==> src/rtl/pipe_cu_pkg.sv <==
// pipe_cu_pkg: shared definitions for the pipeline hazard control unit.
//   instr_type_e           - control-flow class of an opcode (B, J, OTHER)
//   OPC_*                  - RV32 major opcodes the unit cares about
//   FETCH_SEL_*            - fetch mux select encodings (match defines.vh)
//   get_instruction_type() - classify a 7-bit opcode
package pipe_cu_pkg;

  typedef enum logic [1:0] {
    INSTR_B     = 2'd0,
    INSTR_J     = 2'd1,
    INSTR_OTHER = 2'd2
  } instr_type_e;

  localparam logic [6:0] OPC_BRANCH = 7'b1100011;
  localparam logic [6:0] OPC_JAL    = 7'b1101111;
  localparam logic [6:0] OPC_JALR   = 7'b1100111;
  localparam logic [6:0] OPC_LOAD   = 7'b0000011;

  localparam logic [1:0] FETCH_SEL_PC     = 2'b00;
  localparam logic [1:0] FETCH_SEL_NOP    = 2'b01;
  localparam logic [1:0] FETCH_SEL_BRANCH = 2'b10;

  function automatic instr_type_e get_instruction_type(input logic [6:0] opc);
    instr_type_e t;
    case (opc)
      OPC_BRANCH:         t = INSTR_B;
      OPC_JAL, OPC_JALR:  t = INSTR_J;
      default:            t = INSTR_OTHER;
    endcase
    return t;
  endfunction

endpackage

==> src/rtl/cu_sat_cnt.sv <==
// cu_sat_cnt: W-bit up counter that sticks at all-ones instead of wrapping.
//   clk     - core clock
//   rst_n   - asynchronous active-low reset (count -> 0)
//   inc_i   - increment enable for this cycle
//   count_o - current count
module cu_sat_cnt
  import pipe_cu_pkg::*;
#(
  parameter int unsigned W = 16
) (
  input  logic         clk,
  input  logic         rst_n,
  input  logic         inc_i,
  output logic [W-1:0] count_o
);

  logic [W-1:0] count_q, count_d;

  always_comb begin
    count_d = count_q;
    if (inc_i && (count_q != {W{1'b1}})) begin
      count_d = count_q + 1'b1;
    end
  end

  always_ff @(posedge clk or negedge rst_n) begin
    if (!rst_n) begin
      count_q <= '0;
    end else begin
      count_q <= count_d;
    end
  end

  assign count_o = count_q;

endmodule

==> src/rtl/pipe_hazard_cu.sv <==
// pipe_hazard_cu: control-flow / load-use hazard unit for the in-order core.
// Tracks each branch/jump from fetch until EX resolves it, holding the PC and
// bubbling fetch meanwhile, then redirects on a taken outcome.
//   clk, rst_n          - clock, asynchronous active-low reset
//   fetch_valid         - fetch holds a valid instruction
//   opcode_fetch/_dec   - opcodes in fetch and decode
//   rd_dec, rs1/rs2_fetch - register ids for load-use detection
//   resolve_valid       - one-cycle resolution pulse from EX
//   branch_taken        - resolution outcome
//   pipe_flush          - trap flush, overrides everything
//   fetch_sel           - FETCH_SEL_PC / _NOP (hold) / _BRANCH
//   nop_output_fetch    - fetch emits a bubble
//   nop_output_dec      - decode emits a bubble into EX (load-use)
//   cf_error            - sticky protocol error
//   cf_count, bubble_count - saturating performance counters
// Build option: define CU_LOAD_USE_EN to enable the load-use interlock;
// otherwise nop_output_dec is 0 and the register-id ports are ignored.
module pipe_hazard_cu
  import pipe_cu_pkg::*;
#(
  parameter int unsigned RESOLVE_DEPTH = 2,
  parameter int unsigned COUNT_W       = 16
) (
  input  logic               clk,
  input  logic               rst_n,
  input  logic               fetch_valid,
  input  logic [6:0]         opcode_fetch,
  input  logic [6:0]         opcode_dec,
  input  logic [4:0]         rd_dec,
  input  logic [4:0]         rs1_fetch,
  input  logic [4:0]         rs2_fetch,
  input  logic               resolve_valid,
  input  logic               branch_taken,
  input  logic               pipe_flush,
  output logic [1:0]         fetch_sel,
  output logic               nop_output_fetch,
  output logic               nop_output_dec,
  output logic               cf_error,
  output logic [COUNT_W-1:0] cf_count,
  output logic [COUNT_W-1:0] bubble_count
);

  localparam logic [0:0] S_IDLE = 1'b0;
  localparam logic [0:0] S_WAIT = 1'b1;
  localparam logic [2:0] DEPTH_L = 3'(RESOLVE_DEPTH);

  logic [0:0]  state_q, state_d;
  logic [2:0]  wait_cnt_q, wait_cnt_d;
  logic        cf_error_q, cf_error_d;
  logic        lu_done_q, lu_done_d;

  logic        cf_inc, bubble_inc;
  logic [1:0]  fetch_sel_c;
  logic        nop_fetch_c, nop_dec_c;
  logic        fetch_is_cf;
  logic        load_use;
  instr_type_e fetch_type;

  assign fetch_type  = get_instruction_type(opcode_fetch);
  assign fetch_is_cf = fetch_valid && (fetch_type != INSTR_OTHER);

`ifdef CU_LOAD_USE_EN
  // lu_done_q limits the interlock to one cycle even if decode still shows
  // the load, so a stalled branch enters WAIT on the very next cycle.
  assign load_use = (state_q == S_IDLE) && fetch_valid && !lu_done_q &&
                    (opcode_dec == OPC_LOAD) && (rd_dec != 5'd0) &&
                    ((rd_dec == rs1_fetch) || (rd_dec == rs2_fetch));
`else
  logic unused_lu;
  assign load_use  = 1'b0;
  assign unused_lu = ^{opcode_dec, rd_dec, rs1_fetch, rs2_fetch, lu_done_q};
`endif

  always_comb begin
    state_d     = state_q;
    wait_cnt_d  = wait_cnt_q;
    cf_error_d  = cf_error_q;
    lu_done_d   = 1'b0;
    fetch_sel_c = FETCH_SEL_PC;
    nop_fetch_c = 1'b0;
    nop_dec_c   = 1'b0;
    cf_inc      = 1'b0;
    bubble_inc  = 1'b0;

    if (pipe_flush) begin
      // Trap flush drops any pending resolution; it is neither counted as a
      // transfer nor as a hazard bubble.
      state_d     = S_IDLE;
      wait_cnt_d  = 3'd0;
      fetch_sel_c = FETCH_SEL_NOP;
      nop_fetch_c = 1'b1;
    end else if (state_q == S_IDLE) begin
      if (resolve_valid) begin
        cf_error_d = 1'b1;  // nothing outstanding: stray pulse
      end
      if (load_use) begin
        fetch_sel_c = FETCH_SEL_NOP;
        nop_dec_c   = 1'b1;
        bubble_inc  = 1'b1;
        lu_done_d   = 1'b1;
      end else if (fetch_is_cf) begin
        // The branch itself proceeds; only what follows it is held.
        fetch_sel_c = FETCH_SEL_NOP;
        wait_cnt_d  = 3'd0;
        state_d     = S_WAIT;
      end
    end else begin
      nop_fetch_c = 1'b1;
      bubble_inc  = 1'b1;
      if (resolve_valid) begin
        fetch_sel_c = branch_taken ? FETCH_SEL_BRANCH : FETCH_SEL_PC;
        cf_inc      = 1'b1;
        state_d     = S_IDLE;
      end else begin
        fetch_sel_c = FETCH_SEL_NOP;
        if (wait_cnt_q != 3'd7) begin
          wait_cnt_d = wait_cnt_q + 3'd1;
        end
        // Flag on the edge where the count would pass RESOLVE_DEPTH.
        if (wait_cnt_q == DEPTH_L) begin
          cf_error_d = 1'b1;
        end
      end
    end
  end

  always_ff @(posedge clk or negedge rst_n) begin
    if (!rst_n) begin
      state_q    <= S_IDLE;
      wait_cnt_q <= 3'd0;
      cf_error_q <= 1'b0;
      lu_done_q  <= 1'b0;
    end else begin
      state_q    <= state_d;
      wait_cnt_q <= wait_cnt_d;
      cf_error_q <= cf_error_d;
      lu_done_q  <= lu_done_d;
    end
  end

  cu_sat_cnt #(.W(COUNT_W)) u_cf_cnt (
    .clk     (clk),
    .rst_n   (rst_n),
    .inc_i   (cf_inc),
    .count_o (cf_count)
  );

  cu_sat_cnt #(.W(COUNT_W)) u_bubble_cnt (
    .clk     (clk),
    .rst_n   (rst_n),
    .inc_i   (bubble_inc),
    .count_o (bubble_count)
  );

  // Outputs are forced to their idle values while reset is held, even if
  // fetch is presenting a branch.
  assign fetch_sel        = rst_n ? fetch_sel_c : FETCH_SEL_PC;
  assign nop_output_fetch = rst_n & nop_fetch_c;
  assign nop_output_dec   = rst_n & nop_dec_c;
  assign cf_error         = cf_error_q;

endmodule

==> config.mk <==
export PLATFORM = sky130hd
export DESIGN_NAME = pipe_hazard_cu
export DESIGN_NICKNAME = d
export VERILOG_FILES = /design/src/rtl/pipe_cu_pkg.sv /design/src/rtl/cu_sat_cnt.sv /design/src/rtl/pipe_hazard_cu.sv
export SDC_FILE = /design/constraint.sdc
export NUM_CORES = 1
export LEC_CHECK = 0
export BUFFER_PORTS_ARGS = -buffer_cell sky130_fd_sc_hd__buf_2
export CORE_MARGIN = 5
export CORE_UTILIZATION = 49
export DETAILED_ROUTE_END_ITERATION = 6
export PLACE_DENSITY_LB_ADDON = 0.08
export SETUP_SLACK_MARGIN = 0.1
export SYNTH_ARGS = -nofsm -noshare
export SYNTH_HDL_FRONTEND = slang
export SYNTH_SLANG_ARGS = --single-unit
==> constraint.sdc <==
create_clock -name clk -period 2 [get_ports clk]
set_input_delay 0.4 -clock clk [delete_from_list [all_inputs] [get_ports clk]]
set_output_delay 0.4 -clock clk [all_outputs]
set_load 0.01 [all_outputs]
# Yosys cells after proc, flatten, opt, wreduce, memory -nomap -nowiden
# Cells that the tools add are included.
# word_totals
inputBits	35
elab_cells	56
output_inout_bits	37
ff_bits	37
# op_classes
eq_ne	11
n_addsub	3
bitwise	2
reduce_logical	9
mux	26
# ops
cell	n
$add 16x1->16 const B	2
$ne 16x16->1 const B	2
$eq 7x7->1 const B	3
$mux 1	15
$mux 3	5
$mux 2	5
$ne 3x3->1 const B	2
$ne 2x2->1 const B	2
$pmux 2 s2	1
$reduce_and 4->1	1
$reduce_bool 2->1	2
$add 3x1->3 const B	1
$eq 3x2->1 const B	1
$logic_and 1x1->1	3
$ne 3x2->1 const B	1
$reduce_and 3->1	1
$reduce_bool 3->1	1
$reduce_or 2->1	1
$and 1x1->1	1
$not 1->1	1

# Depth between registers and ports, before layout
# Gate-level depths: netlist of run 1.
# depth
ltp_word	9
mapped_depth	5
depth_no_buf	5

# By module
# A second synthesis of run 1 with hierarchy kept.
# unflattened
cells_unflattened	180
area_unflattened_um2	2079.5
# by_module_without_submodules
mod	seq_area_each_um2	instances	cells_per_inst	area_per_inst_um2
cu_sat_cnt	400.4	2	72	859.6
pipe_hazard_cu	125.1	1	36	360.3

# Least setup slack after synthesis of run 1
# OpenSTA, ideal clock, no wires.
# synth_timing
path_type	register to register
from	register u_bubble_cnt.count_q[0] (netlist: u_bubble_cnt.count_o[0])
to	register u_bubble_cnt.count_q[1] (netlist: u_bubble_cnt.count_o[1])
n_path_buf	0
synth_period_minus_slack_ns	1.740
setup_ns	0.125
stages_incl_launch_ff	6
t_arrival_ns	1.615
slack_ns	0.260
required_ns	1.875
path_cell_list	dfrtp_1 -> ha_1 -> nand4_2 -> nor4b_4 -> nor2_2 -> mux2_4
# synth_between
elab_chain_len	2
elab_cells_between_ends	3
cone_classes	add/sub (1); eq/ne (1); reduce/logical (1)
# synth_lines
item	line_no	source
start, declared	cu_sat_cnt.sv:17	logic [W-1:0] count_q, count_d;
start signal, assigned	cu_sat_cnt.sv:30	count_q <= count_d;
branches (longest 2 deep; another with $add 16x1->16)	-	
# Parallel ways; which one is timed is not known.
# A chain may end at the register's enable or synchronous reset.

# Worst setup path after layout of run 1
# layout_timing
from	register u_bubble_cnt.count_q[0] (netlist: u_bubble_cnt.count_o[0])
to	register u_bubble_cnt.count_q[10] (netlist: u_bubble_cnt.count_o[10])
# Same word-level chain as after synthesis.

==> results.toml, run 1 <==
[outcome]
status = "completed"

[sta]
rsz0062_at_grt = "true"
slew_viol_final = 0
hold_violations = 0
worst_clock_skew_ns = 0.00848
setup_viol = 0
fin_setup_tns_ns = 0
fin_crit_sh_pct = 90.6
fin_ws_ns = 0.187
min_period_ns = 1.81
fmax_mhz = 552

[finish]
multiInputGateArea_mm2 = 0.00104
layout_common_cells = "buf_2 (48), dfrtp_1 (37), xor2_1 (23), nand2_1 (15)"
antenna_cells = 0
mostFrequentLayoutCell = "buf_2"
syn_to_final_growth_pct = 23.5
nFillCells = 313
drive_gt1_share_pct = 33.3
finish.net_count = 276
regArea_um2 = 926

[cts]
clk_path_buf_depth = 2
path_clk_slew_ns = 0.07
cts_root_buf = "clkbuf_8"
clk_latency_ns = 0.28
htree_num_levels = 2
cts_tree = "done"
numClockSinks = 37
tritoncts.num_buffers = 5

[synthesis]
ys_seq_area_share_pct = 47.0
synth-edff-count = 0
synth_area_per_cell_um2 = 11.1
async_flop_share_pct = 100
synthCells = 178
synth_ff_type = "dfrtp_1"
ys_warn_count = 0
synthDistinctLibCells = 45
syn_nets = 218
syn_area_mm2 = 0.00197
yosys_register_bits = 37

[grt]
grt_max_degree = 30
grt_pass1_wl_um = 7200
gr-total-overflow = 0
use_met3_pct = 4.51
antenna_found_initial = 0
grtUsageMet2_pct = 27.9
grtUsageMet1_pct = 21.5
grt_usage_pct = 17.0
busiest_layer = "met2"
first_global_vias = 1571

[detailed_routing]
routed_wl_um = 4210
drtAntennaViolNets = 0
drt_first_iter_violations = 67
drc_errors = 0
wire_per_inst_um = 14.7
vias = 1550
dr.pass1.iters = 4
routed_via_density = 5.40

[pwr]
comb_power_share_pct = 4.5
leakage_nw = 1.36
p_per_area_mw_per_mm2 = 612
switchingPower_mw = 0.299
ir_drop_mv = 0.359
p_clk_share_pct = 44.1
intPower_mw = 1.19
swShare_pct = 20.1
seqPwrFrac_pct = 51.3

[worst_setup_path]
crit_start = "u_bubble_cnt.count_o[0]$_DFFE_PN0P_"
crit_buf_inv = 0
slowest_delay_ns = 0.44
reg2reg_slack_ns = 0.19
reg2regPathDepth = 5
slowest_stage = "dfrtp_1"
worstSetupPathDepth = 5
cp-endpoint = "u_bubble_cnt.count_o[10]$_DFFE_PN0P_"
crit_path_end_kind = "flip-flop"
path_cells = "ha_1 > nand4_2 > or3b_4 > nor3_1 > xor2_1"
worstPathRequired_ns = 2.19
crit_family = "simple AND/OR/NAND/NOR gates"
startpoint_type = "flip-flop"
r2r-end = "u_bubble_cnt.count_o[10]$_DFFE_PN0P_"
arrival_ns = 2.01
r2r-start = "u_bubble_cnt.count_o[0]$_DFFE_PN0P_"
path_class = "flip-flop to flip-flop"
cp_max_fo = 6

[placement]
place_ws_ns = 0.193
io_buffers = 48
detailed_place_hpwl_um = 3160
gp_congestion = 0.822

[floorplanning]
fp.dieH_um = 73.4
ios = 72
dieArea_mm2 = 0.00539
die_w_um = 73.4
coreArea_mm2 = 0.00394
initial_core_util_pct = 50.0
rows = 23

[run]
drv_cap = 0

[worst_hold_path]
hold_class = "input pin to async pin"
[power groups by stage]
stage	sequential [mW]	clock [mW]	combinational [mW]
after floorplan	0.781	0	0.0244
after global placement	0.778	0	0.0666
after detailed placement	0.779	0	0.0680
after CTS	0.765	0.675	0.0704
after global routing	0.766	0.708	0.0766
final	0.765	0.657	0.0675
[layer usage]
layer,share of wire [%],up-vias
met1,43,748
met4,0.95,0
met3,6.7,4
li1,-,750
met2,49,48
met5,0,-
[flip-flops by register name, summed over array words and instances, names as in the netlist]
signal	cells
u_bubble_cnt.count_o	16
u_cf_cnt.count_o	16
wait_cnt_q	3
cf_error	1
state_q	1
[synth_stat cells (all sizes together), types with 2 or more instances]
| cell type | count | area, µm² |
|---|---|---|
| nor4b | 2 | 38.8 |
| and4 | 2 | 17.5 |
| nor3 | 13 | 65.1 |
| nor2b | 2 | 12.5 |
| a31oi | 3 | 18.8 |
| nor3b | 2 | 20.0 |
| nand4 | 11 | 87.6 |
| xnor2 | 5 | 43.8 |
| xor2 | 23 | 201 |
| nor2 | 13 | 53.8 |
| and4bb | 2 | 25.0 |
| mux2 | 3 | 41.3 |
| inv | 3 | 11.3 |
| dfrtp | 37 | 926 |
| ha | 5 | 62.6 |
| mux2i | 2 | 20.0 |
| nand3 | 9 | 45.0 |
| a21oi | 2 | 10.0 |
| nor4 | 4 | 46.3 |
| nand2 | 15 | 56.3 |
| and3 | 3 | 18.8 |
[stage by stage]
step / util [%] / cells / instance area, µm² / hold slack (ns) / total power [mW]
floorplan: - / 178 / 1970 / 0.104 / 0.805
global placement: 57.8 / 276 / 2280 / 0.285 / 0.845
detailed placement: 57.8 / 276 / 2280 / 0.292 / 0.847
CTS: 61.0 / 285 / 2400 / 0.232 / 1.51
global route: 61.8 / 287 / 2430 / 0.255 / 1.55
finish: 61.8 / 287 / 2430 / 0.220 / 1.49
[timing repair]
action,CTS,global route
setup buffers,0,2
hold buffers,1,0
resized for setup,0,3
endpoints found under the setup margin,0,8
endpoints found under the hold margin,8,0
[layout make-up]
type                       instances  share of cell area (%)
clock inverter                     1                    1.23
sequential                        37                    38.0
clock buffer                       7                    3.55
tap                               50                    2.57
multi-input combinational        136                    42.7
timing repair buffer              53                    11.5
inverter                           3                   0.462
[kinds of logic after synthesis]
logic type / synth area share [%]
flip-flops: 47.0
adder cells (fa/ha/maj): 3.17
other: 0.190
AO/OA/AOI/OAI: 3.62
AND/OR/NAND/NOR: 29.4
XOR/XNOR: 12.4
buffers and inverters: 1.14
multiplexers: 3.11
[worst min-delay path by stage]
stage | slack [ns] | depth (start not counted) | endpoint | start
after floorplan | 0.10 | 0 | cf_error$_DFFE_PN0P_ | rst_n
after global placement | 0.29 | 1 | state_q$_DFF_PN0_ | rst_n
after detailed placement | 0.29 | 1 | cf_error$_DFFE_PN0P_ | rst_n
after CTS | 0.23 | 2 | u_bubble_cnt.count_o[1]$_DFFE_PN0P_ | rst_n
after global routing | 0.26 | 2 | u_cf_cnt.count_o[8]$_DFFE_PN0P_ | rst_n
final | 0.22 | 2 | u_cf_cnt.count_o[12]$_DFFE_PN0P_ | rst_n
Note: power is estimated with default switching activity, not from simulation.
==> inputs of run 2 (changes only) <==
--- a/config.mk
+++ b/config.mk
@@ -7,8 +7,10 @@
 export LEC_CHECK = 0
 export BUFFER_PORTS_ARGS = -buffer_cell sky130_fd_sc_hd__buf_2
 export CORE_MARGIN = 5
-export CORE_UTILIZATION = 49
+export CORE_UTILIZATION = 51
+export CTS_BUF_LIST = sky130_fd_sc_hd__clkbuf_8
 export DETAILED_ROUTE_END_ITERATION = 6
+export MAX_ROUTING_LAYER = met4
 export PLACE_DENSITY_LB_ADDON = 0.08
 export SETUP_SLACK_MARGIN = 0.1
 export SYNTH_ARGS = -nofsm -noshare
==> constraint.sdc (replaced) <==
create_clock -name clk -period 2 [get_ports clk]
set_input_delay 0.1 -clock clk [delete_from_list [all_inputs] [get_ports clk]]
set_output_delay 0.1 -clock clk [all_outputs]
set_load 0.01 [all_outputs]
==> results.toml, run 2 (same netlist as run 1, synthesis figures left out) <==
[outcome]
status = "completed"

[cts]
path_clk_slew_ns = 0.07
tritoncts.num_buffers = 5
clk_latency_ns = 0.29
htree_num_levels = 2
cts_tree = "done"
cts_root_buf = "clkbuf_8"
clk_path_buf_depth = 2
numClockSinks = 37

[finish]
layout_common_cells = "buf_2 (48), dfrtp_1 (37), xor2_1 (23), nand2_1 (15), nor3_1 (12)"
syn_to_final_growth_pct = 20.9
antenna_cells = 0
fin_area_mm2 = 0.00238
finish.net_count = 275
final_util_pct = 64.2
drive_gt1_share_pct = 32.6
mostFrequentLayoutCell = "buf_2"

[worst_hold_path]
hold_class = "input pin to flip-flop"

[detailed_routing]
drc_errors = 0
dr.pass1.iters = 4
vias = 1503
routed_via_density = 5.29
routed_wl_um = 3930
drt_first_iter_violations = 67
drtAntennaViolNets = 0
wire_per_inst_um = 13.8

[sta]
rsz0062_at_grt = "true"
fin_setup_tns_ns = 0
slew_viol_final = 0
fmax_mhz = 562
hold_ws_ns = 0.0772
fin_crit_sh_pct = 89.0
setup_viol = 0
hold_violations = 0
min_period_ns = 1.78
worst_clock_skew_ns = 0.00394

[worst_setup_path]
path_class = "flip-flop to flip-flop"
slowest_stage = "dfrtp_1"
startpoint_type = "flip-flop"
crit_buf_inv = 0
crit_start = "u_cf_cnt.count_o[0]$_DFFE_PN0P_"
worstPathRequired_ns = 2.18
reg2regPathDepth = 5
cp-endpoint = "u_cf_cnt.count_o[1]$_DFFE_PN0P_"
crit_path_end_kind = "flip-flop"
arrival_ns = 1.96
r2r-start = "u_cf_cnt.count_o[0]$_DFFE_PN0P_"
worstSetupPathDepth = 5
cp_max_fo = 5
r2r-end = "u_cf_cnt.count_o[1]$_DFFE_PN0P_"
slowest_delay_ns = 0.43
crit_family = "simple AND/OR/NAND/NOR gates"
reg2reg_slack_ns = 0.22
path_cells = "ha_1 > nand3_1 > nor4_4 > nor2_2 > mux2_4"

[floorplanning]
initial_core_util_pct = 53.1
dieArea_mm2 = 0.00521
ios = 72
coreArea_mm2 = 0.00372
fp.dieH_um = 72.2
die_w_um = 72.2
rows = 22

[grt]
gr-total-overflow = 0
grt_usage_pct = 17.0
grt_max_degree = 34
grt_pass1_wl_um = 6710
antenna_found_initial = 0
first_global_vias = 1496

[placement]
placed_area_mm2 = 0.00227
io_buffers = 48
gp_congestion = 0.795
detailed_place_hpwl_um = 3000

[run]
drv_cap = 0

[pwr]
leakage_nw = 1.34
p_per_area_mw_per_mm2 = 560
finalPower_mw = 1.33
ir_drop_mv = 0.374
==> run 2: worst min-delay path by stage <==
stage | start | to | cells past startpoint
2_1_floorplan | rst_n | cf_error$_DFFE_PN0P_ | 0
3_3_place_gp | rst_n | cf_error$_DFFE_PN0P_ | 1
3_5_place_dp | rst_n | cf_error$_DFFE_PN0P_ | 1
4_1_cts | pipe_flush | state_q$_DFF_PN0_ | 2
5_1_grt | pipe_flush | state_q$_DFF_PN0_ | 2
6_report | pipe_flush | state_q$_DFF_PN0_ | 2
==> run 2: power breakdown <==
group	switching [mW]	internal, mW
Sequential	0.0101	0.754
Combinational	0.0369	0.0295
Clock	0.263	0.240
Total	0.310	1.02
==> run 2: final cells by class <==
cell class                 count  area (µm²)
fill                         327        1330
timing repair buffer          52         273
clock buffer                   5        68.8
tap                           48        60.1
inverter                       3        11.3
sequential                    37         926
clock inverter                 3        17.5
multi-input combinational    136        1030
==> run 2: timing repair <==
action / 4_1_cts / 5_1_grt
hold endpoints to repair: 4 / 0
resized for setup: 0 / 1
hold buffers: 1 / 0
endpoints found under the setup margin: 0 / 7
buffers inserted: 0 / 2
==> run 2: metrics by stage <==
stage          setup slack (ns)  instances
6_report                  0.220        284
5_1_grt                  0.0955        284
4_1_cts                   0.151        282
3_5_place_dp              0.165        273
3_3_place_gp              0.164        273
2_1_floorplan             0.260        178
==> run 2: routing by layer <==
metal / vias to the layer above / share of wire, % / GRT usage (%) / routed length (µm)
met4: 0 / 1.3 / 5.64 / 53
li1: 750 / - / - / -
met5: - / 0 / - / 0
met3: 6 / 5.5 / 5.40 / 216
met1: 718 / 43 / 19.8 / 1690
met2: 29 / 50 / 27.7 / 1970
